`src/rtl/cordic_if.sv`:
```
// Sample bus for the CORDIC pipeline: input sample fields and the matching result fields.
interface cordic_if #(
    parameter int IW = 16,
    parameter int OW = 18,
    parameter int PW = 12
);
    logic                 i_valid;
    logic                 i_mode;
    logic signed [IW-1:0] i_xval;
    logic signed [IW-1:0] i_yval;
    logic [PW-1:0]        i_phase;
    logic                 o_valid;
    logic                 o_mode;
    logic signed [OW-1:0] o_xval;
    logic signed [OW-1:0] o_yval;
    logic [PW-1:0]        o_phase;

    modport master (
        output i_valid, i_mode, i_xval, i_yval, i_phase,
        input  o_valid, o_mode, o_xval, o_yval, o_phase
    );
    modport slave (
        input  i_valid, i_mode, i_xval, i_yval, i_phase,
        output o_valid, o_mode, o_xval, o_yval, o_phase
    );
endinterface

```
`src/rtl/cordic_pipe.sv`:
```
// Fully pipelined CORDIC: per-sample rotation/vectoring, one sample per enabled clock,
// latency NSTAGES+2 enabled edges, no gain compensation.
module cordic_stage #(
    parameter int             WW    = 18,
    parameter int             PWI   = 15,
    parameter int             SHIFT = 0,
    parameter logic [PWI-1:0] ATAN  = '0
) (
    input  logic                 mode,
    input  logic signed [WW-1:0] x,
    input  logic signed [WW-1:0] y,
    input  logic [PWI-1:0]       z,
    output logic signed [WW-1:0] x_n,
    output logic signed [WW-1:0] y_n,
    output logic [PWI-1:0]       z_n
);
    logic                 ccw;
    logic signed [WW-1:0] xs, ys;

    always_comb begin
        // Vectoring drives y toward zero; rotation drives the residual angle toward zero.
        ccw = mode ? y[WW-1] : ~z[PWI-1];
        xs  = x >>> SHIFT;
        ys  = y >>> SHIFT;
        if (ccw) begin
            x_n = x - ys;
            y_n = y + xs;
            z_n = z - ATAN;
        end else begin
            x_n = x + ys;
            y_n = y - xs;
            z_n = z + ATAN;
        end
    end
endmodule

module cordic_pipe #(
    parameter int IW      = 16,
    parameter int OW      = 18,
    parameter int PW      = 12,
    parameter int NSTAGES = 14
) (
    input  logic    clk,
    input  logic    reset,
    input  logic    enable,
    cordic_if.slave bus
);
    localparam int WW     = IW + 2;
    localparam int PWI    = PW + 3;
    localparam int STAGES = NSTAGES + 1;

    // atan(2^-i) at 2^32 counts per turn, rounded to nearest at PWI bits.
    function automatic logic [PWI-1:0] atan_k(input int i);
        logic [31:0] t;
        logic [32:0] r;
        case (i)
            0:  t = 32'h2000_0000;  1:  t = 32'h12e4_051d;  2:  t = 32'h09fb_385b;
            3:  t = 32'h0511_11d4;  4:  t = 32'h028b_0d43;  5:  t = 32'h0145_d7e1;
            6:  t = 32'h00a2_f61e;  7:  t = 32'h0051_7c55;  8:  t = 32'h0028_be53;
            9:  t = 32'h0014_5f2e;  10: t = 32'h000a_2f98;  11: t = 32'h0005_17cc;
            12: t = 32'h0002_8be6;  13: t = 32'h0001_45f3;  14: t = 32'h0000_a2f9;
            15: t = 32'h0000_517c;  16: t = 32'h0000_28be;
            default: t = '0;
        endcase
        r = {1'b0, t} + (33'd1 << (31 - PWI));
        return r[31 -: PWI];
    endfunction

    logic [NSTAGES:0][WW-1:0]    xq, yq;
    logic [NSTAGES:0][PWI-1:0]   zq;
    logic [NSTAGES-1:0][WW-1:0]  xn, yn;
    logic [NSTAGES-1:0][PWI-1:0] zn;
    logic [STAGES:0]             vld_pipe, mode_pipe;

    logic signed [WW-1:0] xe, ye, x0, y0;
    logic [PWI-1:0]       z0;

    assign xe = {{(WW-IW){bus.i_xval[IW-1]}}, bus.i_xval};
    assign ye = {{(WW-IW){bus.i_yval[IW-1]}}, bus.i_yval};

    // Pre-rotation brings every sample into the +-90 degree convergence range.
    always_comb begin
        x0 = xe;
        y0 = ye;
        z0 = '0;
        if (bus.i_mode) begin
            if (xe[WW-1]) begin
                x0 = -xe;
                y0 = -ye;
                z0 = {1'b1, {(PWI-1){1'b0}}};
            end
        end else begin
            z0 = {2'b00, bus.i_phase[PW-3:0], 3'b000};
            case (bus.i_phase[PW-1 -: 2])
                2'b01:   begin x0 = -ye; y0 = xe;  end
                2'b10:   begin x0 = -xe; y0 = -ye; end
                2'b11:   begin x0 = ye;  y0 = -xe; end
                default: ;
            endcase
        end
    end

    for (genvar k = 0; k < NSTAGES; k++) begin : g_stage
        cordic_stage #(.WW(WW), .PWI(PWI), .SHIFT(k), .ATAN(atan_k(k))) u_stage (
            .mode(mode_pipe[k]), .x(xq[k]), .y(yq[k]), .z(zq[k]),
            .x_n(xn[k]), .y_n(yn[k]), .z_n(zn[k])
        );
    end

    logic [OW-1:0] xr, yr;
    logic [PW-1:0] zr;
    logic [PWI-1:0] zs;

    if (OW == WW) begin : g_pass
        assign xr = xq[NSTAGES];
        assign yr = yq[NSTAGES];
    end else begin : g_round
        localparam logic [WW-1:0] HALF = WW'(1) << (WW - OW - 1);
        logic [WW-1:0] xs, ys;
        assign xs = xq[NSTAGES] + HALF;
        assign ys = yq[NSTAGES] + HALF;
        assign xr = OW'(xs >> (WW - OW));
        assign yr = OW'(ys >> (WW - OW));
    end

    // Half-LSB add wraps naturally, so 0xFFF.8 lands on 0x000.
    assign zs = zq[NSTAGES] + PWI'(4);
    assign zr = PW'(zs >> 3);

    always_ff @(posedge clk or posedge reset) begin
        if (reset) begin
            xq          <= '0;
            yq          <= '0;
            zq          <= '0;
            vld_pipe    <= '0;
            mode_pipe   <= '0;
            bus.o_xval  <= '0;
            bus.o_yval  <= '0;
            bus.o_phase <= '0;
        end else if (enable) begin
            xq[0]           <= x0;
            yq[0]           <= y0;
            zq[0]           <= z0;
            xq[NSTAGES:1]   <= xn;
            yq[NSTAGES:1]   <= yn;
            zq[NSTAGES:1]   <= zn;
            vld_pipe        <= {vld_pipe[STAGES-1:0], bus.i_valid};
            mode_pipe       <= {mode_pipe[STAGES-1:0], bus.i_mode};
            bus.o_xval      <= xr;
            bus.o_yval      <= yr;
            bus.o_phase     <= zr;
        end
    end

    assign bus.o_valid = vld_pipe[STAGES];
    assign bus.o_mode  = mode_pipe[STAGES];
endmodule

```
`src/flat_wrapper.sv`:
```
// flat-port wrapper written by rule: the top's interface ports become plain ports
module cordic_pipe_flat 
#(
    parameter int IW      = 16,
    parameter int OW      = 18,
    parameter int PW      = 12,
    parameter int NSTAGES = 14
)
  (clk, reset, enable, bus_i_valid, bus_i_mode, bus_i_xval, bus_i_yval, bus_i_phase, bus_o_valid, bus_o_mode, bus_o_xval, bus_o_yval, bus_o_phase);
  cordic_if #(.IW(IW), .OW(OW), .PW(PW)) bus_i ();
  input  logic clk;
  input  logic reset;
  input  logic enable;
  input wire logic [$bits(bus_i.i_valid)-1:0] bus_i_valid;
  input wire logic [$bits(bus_i.i_mode)-1:0] bus_i_mode;
  input wire logic [$bits(bus_i.i_xval)-1:0] bus_i_xval;
  input wire logic [$bits(bus_i.i_yval)-1:0] bus_i_yval;
  input wire logic [$bits(bus_i.i_phase)-1:0] bus_i_phase;
  output wire logic [$bits(bus_i.o_valid)-1:0] bus_o_valid;
  output wire logic [$bits(bus_i.o_mode)-1:0] bus_o_mode;
  output wire logic [$bits(bus_i.o_xval)-1:0] bus_o_xval;
  output wire logic [$bits(bus_i.o_yval)-1:0] bus_o_yval;
  output wire logic [$bits(bus_i.o_phase)-1:0] bus_o_phase;
  assign bus_i.i_valid = bus_i_valid;
  assign bus_i.i_mode = bus_i_mode;
  assign bus_i.i_xval = bus_i_xval;
  assign bus_i.i_yval = bus_i_yval;
  assign bus_i.i_phase = bus_i_phase;
  assign bus_o_valid = bus_i.o_valid;
  assign bus_o_mode = bus_i.o_mode;
  assign bus_o_xval = bus_i.o_xval;
  assign bus_o_yval = bus_i.o_yval;
  assign bus_o_phase = bus_i.o_phase;
  cordic_pipe #(.IW(IW), .OW(OW), .PW(PW), .NSTAGES(NSTAGES)) u_core (.clk(clk), .reset(reset), .enable(enable), .bus(bus_i));
endmodule
```
`config.mk`:
```
export PLATFORM = sky130hd
export DESIGN_NAME = cordic_pipe_flat
export DESIGN_NICKNAME = d
export VERILOG_FILES = /design/src/rtl/cordic_if.sv /design/src/rtl/cordic_pipe.sv /design/src/flat_wrapper.sv
export SDC_FILE = /design/constraint.sdc
export NUM_CORES = 2
export LEC_CHECK = 0
export ABC_AREA = 1
export BUFFER_PORTS_ARGS = -buffer_cell sky130_fd_sc_hd__buf_4
export CELL_PAD_IN_SITES_DETAIL_PLACEMENT = 0
export CELL_PAD_IN_SITES_GLOBAL_PLACEMENT = 1
export CORE_MARGIN = 4
export CORE_UTILIZATION = 51
export DETAILED_ROUTE_END_ITERATION = 8
export GPL_ROUTABILITY_DRIVEN = 0
export HOLD_SLACK_MARGIN = 0.1
export PLACE_DENSITY = 0.86
export SLEW_MARGIN = 30
export SYNTH_ARGS = -nofsm -noshare
export SYNTH_HDL_FRONTEND = slang
export SYNTH_SLANG_ARGS = --single-unit
```
`constraint.sdc`:
```
create_clock -name clk -period 48.5 [get_ports clk]
set_input_delay 4.85 -clock clk [delete_from_list [all_inputs] [get_ports clk]]
set_output_delay 4.85 -clock clk [all_outputs]
set_load 0.05 [all_outputs]
```
=== Word level (Yosys, flattened, before mapping) ===
Index checks and enable logic that the tools add are counted.

* Muxes and demuxes: 64
* Bitwise gates (word level): 14
* Magnitude comparators: 0
* Shift-type cells: 0
* Equal/unequal tests: 3
* Reduce and logical (&&, ||, !) cells: 0
* Add/subtract/negate cells: 86
* Multiply operators: 0
* Divide/modulo/power cells: 0

{| class="wikitable"
|+ Operator list
! cell !! count
|-
| 2-to-1 mux 18 bit || 32
|-
| 2-to-1 mux 15 bit || 16
|-
| one-hot mux 18 bit (3 select lines) || 2
|-
| adder 18 x 10 -> 18 bit || 2
|-
| adder 18 x 11 -> 18 bit || 2
|-
| adder 18 x 12 -> 18 bit || 2
|-
| adder 18 x 13 -> 18 bit || 2
|-
| adder 18 x 14 -> 18 bit || 2
|-
| adder 18 x 15 -> 18 bit || 2
|-
| adder 18 x 16 -> 18 bit || 2
|-
| adder 18 x 17 -> 18 bit || 2
|-
| adder 18 x 5 -> 18 bit || 2
|-
| adder 18 x 6 -> 18 bit || 2
|-
| adder 18 x 7 -> 18 bit || 2
|-
| adder 18 x 8 -> 18 bit || 2
|-
| adder 18 x 9 -> 18 bit || 2
|-
| negation 16 -> 18 bit || 2
|-
| subtractor 18 x 10 -> 18 bit || 2
|-
| subtractor 18 x 11 -> 18 bit || 2
|-
| subtractor 18 x 12 -> 18 bit || 2
|-
| subtractor 18 x 13 -> 18 bit || 2
|-
| subtractor 18 x 14 -> 18 bit || 2
|-
| subtractor 18 x 15 -> 18 bit || 2
|-
| subtractor 18 x 16 -> 18 bit || 2
|-
| other kinds (38) || 75
|}

* Bits of input ports: 49
* Logic and storage cells: 217
* Register bits after elaboration: 845
* Latch bits: 0
* Output and inout port bits: 50
* ROM bits: 0
* Bits in writable memories: 0
* Memories: 0

=== Longest topological paths before layout ===
* Depth after elaboration: 3
* Mapped depth: 24
* Gate-level depth less buffers: 24

=== Modules after synthesis ===
From an unflattened synthesis, not the netlist that was laid out.

* Cells, all modules: 12,321
* Area, all modules: 79,336.1 sq um

{| class="wikitable"
|+ Modules (own cells, without submodules)
! module !! times used !! cells an instance !! area an instance (sq um) !! seq. area each (sq um)
|-
| cordic_pipe || 1 || 4,025 || 33,872.5 || 20,995.1
|-
| cordic_stage at u_core.g_stage[1].u_stage || 1 || 646 || 3,497.1 || 0.0
|-
| cordic_stage at u_core.g_stage[2].u_stage || 1 || 615 || 3,398.3 || 0.0
|-
| cordic_stage at u_core.g_stage[3].u_stage || 1 || 608 || 3,385.7 || 0.0
|-
| cordic_stage at u_core.g_stage[0].u_stage || 1 || 627 || 3,350.7 || 0.0
|-
| cordic_stage at u_core.g_stage[6].u_stage || 1 || 613 || 3,313.2 || 0.0
|-
| cordic_stage at u_core.g_stage[5].u_stage || 1 || 592 || 3,288.2 || 0.0
|-
| cordic_stage at u_core.g_stage[7].u_stage || 1 || 587 || 3,220.6 || 0.0
|-
| cordic_stage at u_core.g_stage[4].u_stage || 1 || 580 || 3,213.1 || 0.0
|-
| cordic_stage at u_core.g_stage[10].u_stage || 1 || 577 || 3,190.6 || 0.0
|-
| cordic_stage at u_core.g_stage[12].u_stage || 1 || 583 || 3,176.8 || 0.0
|-
| cordic_stage at u_core.g_stage[11].u_stage || 1 || 582 || 3,170.5 || 0.0
|-
| cordic_stage at u_core.g_stage[9].u_stage || 1 || 555 || 3,129.3 || 0.0
|-
| cordic_stage at u_core.g_stage[13].u_stage || 1 || 577 || 3,111.7 || 0.0
|-
| cordic_stage at u_core.g_stage[8].u_stage || 1 || 554 || 3,017.9 || 0.0
|}

=== Worst setup path before layout ===
OpenSTA, ideal clock, no wires.

* Kind: input to register
* Start point: input bus_i_xval[1]
* End point: register u_core.xq[16] in the netlist's numbering
* Path buffers: 0
* Data arrival time: 6,403 ps
* Cell stages on the path: 12
* Slack: 42,014 ps
* Cells stage by stage: inv_1 > ha_1 > nand2_1 > nor2_1 > nand3_1 > nor2_1 > nand4_1 > nor3_1 > ha_1 > o2111ai_1 > nand2_1 > o21ai_0

* Word-level cells in the longest chain between the ends: 3
* Elaborated cells between the ends (all ways): 4

{| class="wikitable"
|+ RTL lines
! item !! RTL line !! RTL
|-
| from (decl) || flat_wrapper.sv:16 || <nowiki>input wire logic [$bits(bus_i.i_xval)-1:0] bus_i_xval;</nowiki>
|-
| negation 16 -> 18 bit * || cordic_pipe.sv:88, cordic_pipe.sv:96 ||
|-
| one-hot mux 18 bit (3 select lines) / 2-to-1 mux 18 bit (equally long branches) || cordic_pipe.sv:94, cordic_pipe.sv:87 ||
|-
| 2-to-1 mux 18 bit * || cordic_pipe.sv:86 || <nowiki>if (bus.i_mode) begin</nowiki>
|-
| to (signal, indexed assignment) || cordic_pipe.sv:144 || <nowiki>xq[NSTAGES:1] <= xn;</nowiki>
|-
| to (decl) || cordic_pipe.sv:69 || <nowiki>logic [NSTAGES:0][WW-1:0] xq, yq;</nowiki>
|}

Mark *: on every way between the ends. The rest lies on a longest branch, timed or not.
A chain may end at the register's enable or synchronous reset.

=== Final worst setup path ===
* Start point: input enable
* End point: register u_core.yq[209] in the netlist's numbering

{| class="wikitable"
|+ RTL lines
! item !! RTL line !! RTL
|-
| from (decl) || flat_wrapper.sv:13 || <nowiki>input logic enable;</nowiki>
|-
| to (signal, indexed assignment) || cordic_pipe.sv:145 || <nowiki>yq[NSTAGES:1] <= yn;</nowiki>
|-
| to (decl) || cordic_pipe.sv:69 ||
|}

No word-level cell between the ends.

==> reports/summary.json <==
{
  "cts_post_setup_buffers_inserted": 0,
  "dp_hpwl_um": 171000,
  "cts.reportedPaths.clkPinSlew_ns": 0.06,
  "kind_of_start_point_of_the_critical_path": "input pin",
  "cts.sinks": 832,
  "clock_tree.buffer_depth": 3,
  "rsz0062_at_grt": "no",
  "post_synthesis_cell_count": 11200,
  "global_route.usage.total": 0.284,
  "layout.core_utilization": 0.554,
  "yosysWarnings": 0,
  "global_route_wire_length_before_repair_um": 360000,
  "finalMaxSlewViolations": 0,
  "core.rowCount": 140,
  "netlist_top_cells_area": "sky130_fd_sc_hd__dfrtp_1 28%, sky130_fd_sc_hd__nand2_1 16%, sky130_fd_sc_hd__ha_1 12%",
  "critical_path_arrival_ns": 7.98,
  "end_kind": "flip-flop",
  "path_max_fanout": 134,
  "status": "complete, no violations",
  "design.die.area_um2": 152000,
  "synth-async-reset-ratio": 1.00,
  "portbufs": 98,
  "hold_buffers": 0,
  "synth_cell_types": 55,
  "numCtsBuffers": 102,
  "initial_core_util": 0.513,
  "fmax_mhz": 135,
  "clk-insertion-delay-late_ns": 0.74,
  "number_of_antenna_violations_at_the_first_check_in_global_routing": 1,
  "vias_per_cell": 5.57,
  "hold_violations": 0,
  "drt.antenna.violating_nets": 0,
  "synthesis.area_per_instance_um2": 6.68,
  "post_route_cells_drive_above_1_share": 0.0435,
  "core_area_um2": 145000,
  "ys_seq_area_frac": 0.279,
  "grt_max_degree": 232,
  "synth_top_area_cell": "sky130_fd_sc_hd__dfrtp_1",
  "syn-cell-area_um2": 74600,
  "timing.final.setup_violations": 0,
  "avgRoutedWirePerCell_um": 16.8,
  "post_layout_nonfiller_instances": 13100,
  "n_antenna_cell": 0,
  "dr.first_iter.drc_count": 5939,
  "timing.setup.tns_ns": 0,
  "fp.dieW_um": 390,
  "crit_required_ns": 49.07,
  "cts-root-buf": "sky130_fd_sc_hd__clkbuf_16",
  "finalCritPeriodShare": 0.153,
  "finalWirelength_um": 221000,
  "clock_period_minus_worst_slack_ns": 7.41,
  "synth_ff_type": "sky130_fd_sc_hd__dfrtp_1",
  "stdcell_area_um2": 80500,
  "timing_worst_setup_path_type": "input pin to flip-flop",
  "final_cell_mix": "3226 x sky130_fd_sc_hd__nand2_1, 1180 x sky130_fd_sc_hd__inv_1, 1034 x sky130_fd_sc_hd__nor2_1, 930 x sky130_fd_sc_hd__nand3_1, 916 x sky130_fd_sc_hd__o21ai_0",
  "flow.area_growth_from_synthesis_pct": 7.93,
  "drtPass1Iterations": 6,
  "max-slew-margin-rel": 0.375,
  "layout_commonest_cell": "sky130_fd_sc_hd__nand2_1",
  "synth-edff-count": 0,
  "via_count": 73100,
  "drc": 0,
  "via_count_of_the_first_global_routing_pass": 68500,
  "net_count_final": 11900,
  "drv_cap": 0,
  "syn-num-nets": 12000,
  "synth_seq_cells": 832,
  "worst_pin_slew_ns": 0.936,
  "maximum_clock_skew_at_final_layout_ns": 0.0229,
  "ios": 99,
  "post_cts_resize_count": 0,
  "fill_cells": 14500,
  "grt-ovfl-total": 0,
  "fraction_of_synthesized_cell_area_taken_by_the_top_area_cell_type": 0.279,
  "hold_class": "flip-flop to flip-flop",
  "die-height_um": 390,
  "dpl.cell_count": 13000,
  "detailed_place.area_um2": 76900,
  "tritoncts": "built",
  "cts.htree.levels": 3
}
-- sequential cells by signal (all words and copies together), names as in the netlist --
signal and count:
u_core.bus.o_phase 12, u_core.bus.o_xval 18, u_core.bus.o_yval 18, u_core.mode_pipe 16
u_core.vld_pipe 16, u_core.xq 251, u_core.xr 18, u_core.yq 252
u_core.yr 18, u_core.zq 213
-- worst max-delay path, stage by stage --
cell and delay [ns]:
sky130_fd_sc_hd__buf_8 0.23, sky130_fd_sc_hd__inv_8 0.49, sky130_fd_sc_hd__buf_4 0.70, sky130_fd_sc_hd__buf_12 0.51, sky130_fd_sc_hd__buf_4 0.75, sky130_fd_sc_hd__o21ai_0 0.22
-- through the flow --
stage	worst slack (ns)	hold slack, ns
after CTS	40.92	0.476
after floorplan	20.28	0.440
after global routing	40.87	0.495
final	41.09	0.473
after global placement	40.20	0.454
after detailed placement	40.09	0.459
-- synth_stat cells (9+ instances only) --
library cell / n
sky130_fd_sc_hd__inv_2: 10
sky130_fd_sc_hd__a31oi_1: 139
sky130_fd_sc_hd__o31ai_1: 22
sky130_fd_sc_hd__o21bai_1: 79
sky130_fd_sc_hd__a21o_1: 40
sky130_fd_sc_hd__nor4_1: 9
sky130_fd_sc_hd__xnor2_1: 91
sky130_fd_sc_hd__nor2_1: 1035
sky130_fd_sc_hd__nand3_1: 930
sky130_fd_sc_hd__nand3b_1: 89
sky130_fd_sc_hd__xor2_1: 298
sky130_fd_sc_hd__dfrtp_1: 832
sky130_fd_sc_hd__buf_1: 12
sky130_fd_sc_hd__a21oi_1: 664
sky130_fd_sc_hd__or2_2: 141
sky130_fd_sc_hd__nand2_1: 3227
sky130_fd_sc_hd__o211ai_1: 12
sky130_fd_sc_hd__nor3_1: 123
sky130_fd_sc_hd__ha_1: 716
sky130_fd_sc_hd__nand4_1: 124
sky130_fd_sc_hd__clkbuf_1: 129
sky130_fd_sc_hd__fa_1: 41
sky130_fd_sc_hd__inv_1: 1184
sky130_fd_sc_hd__o21ai_0: 918
sky130_fd_sc_hd__a211oi_1: 31
sky130_fd_sc_hd__buf_2: 116
sky130_fd_sc_hd__o21a_1: 17
sky130_fd_sc_hd__o22ai_1: 37
sky130_fd_sc_hd__a21boi_0: 19
-- per-layer routing --
layer	global-route usage	part of all wire	vias up	routed length (µm)
met2	0.446	0.44	1896	96300
met1	0.419	0.49	34100	108000
li1	-	-	36800	-
met3	0.0325	0.053	266	11700
met4	0.0673	0.024	0	5370
met5	0	0	-	0
-- area by class of cell --
cell class | count | area (µm²) | share of cell area
repair buffers | 136 | 1170 | 0.0145
well taps | 1917 | 2400 | 0.0298
clock inverters | 48 | 594 | 0.00738
clock buffers | 135 | 2860 | 0.0355
flip-flops and latches | 832 | 20800 | 0.259
multi-input cells | 8871 | 48100 | 0.598
inverters | 1200 | 4520 | 0.0562
-- cell families (layout without fill, tap and decap cells) --
group	after synthesis	after routing	share of synthesized area
AND/OR/NAND/NOR	5699	5699	0.319
adder cells (fa/ha/maj)	757	757	0.131
flip-flops	832	832	0.279
buffers and inverters	1460	1519	0.0757
XOR/XNOR	393	393	0.0467
multiplexers	1	1	0.000134
AO/OA/AOI/OAI	2021	2021	0.148
-- final timing paths --
kind / start / endpoint / slack (ns) / depth (start not counted)
min: u_core.zq[136] / u_core.zq[151] / 0.47 / 1
min reg2reg: u_core.zq[136] / u_core.zq[151] / 0.47 / 1
max reg2reg: u_core.yq[161] / u_core.xq[172] / 44.28 / 18
min in group asynchronous: reset / u_core.xr[8] / 4.22 / 2
max: enable / u_core.yq[209] / 41.09 / 6
max in group asynchronous: reset / u_core.yq[105] / 42.02 / 5
Power is left out: the tool's default activity adds up to more than one toggle a clock period on the data nets, which glitch-free logic cannot reach.
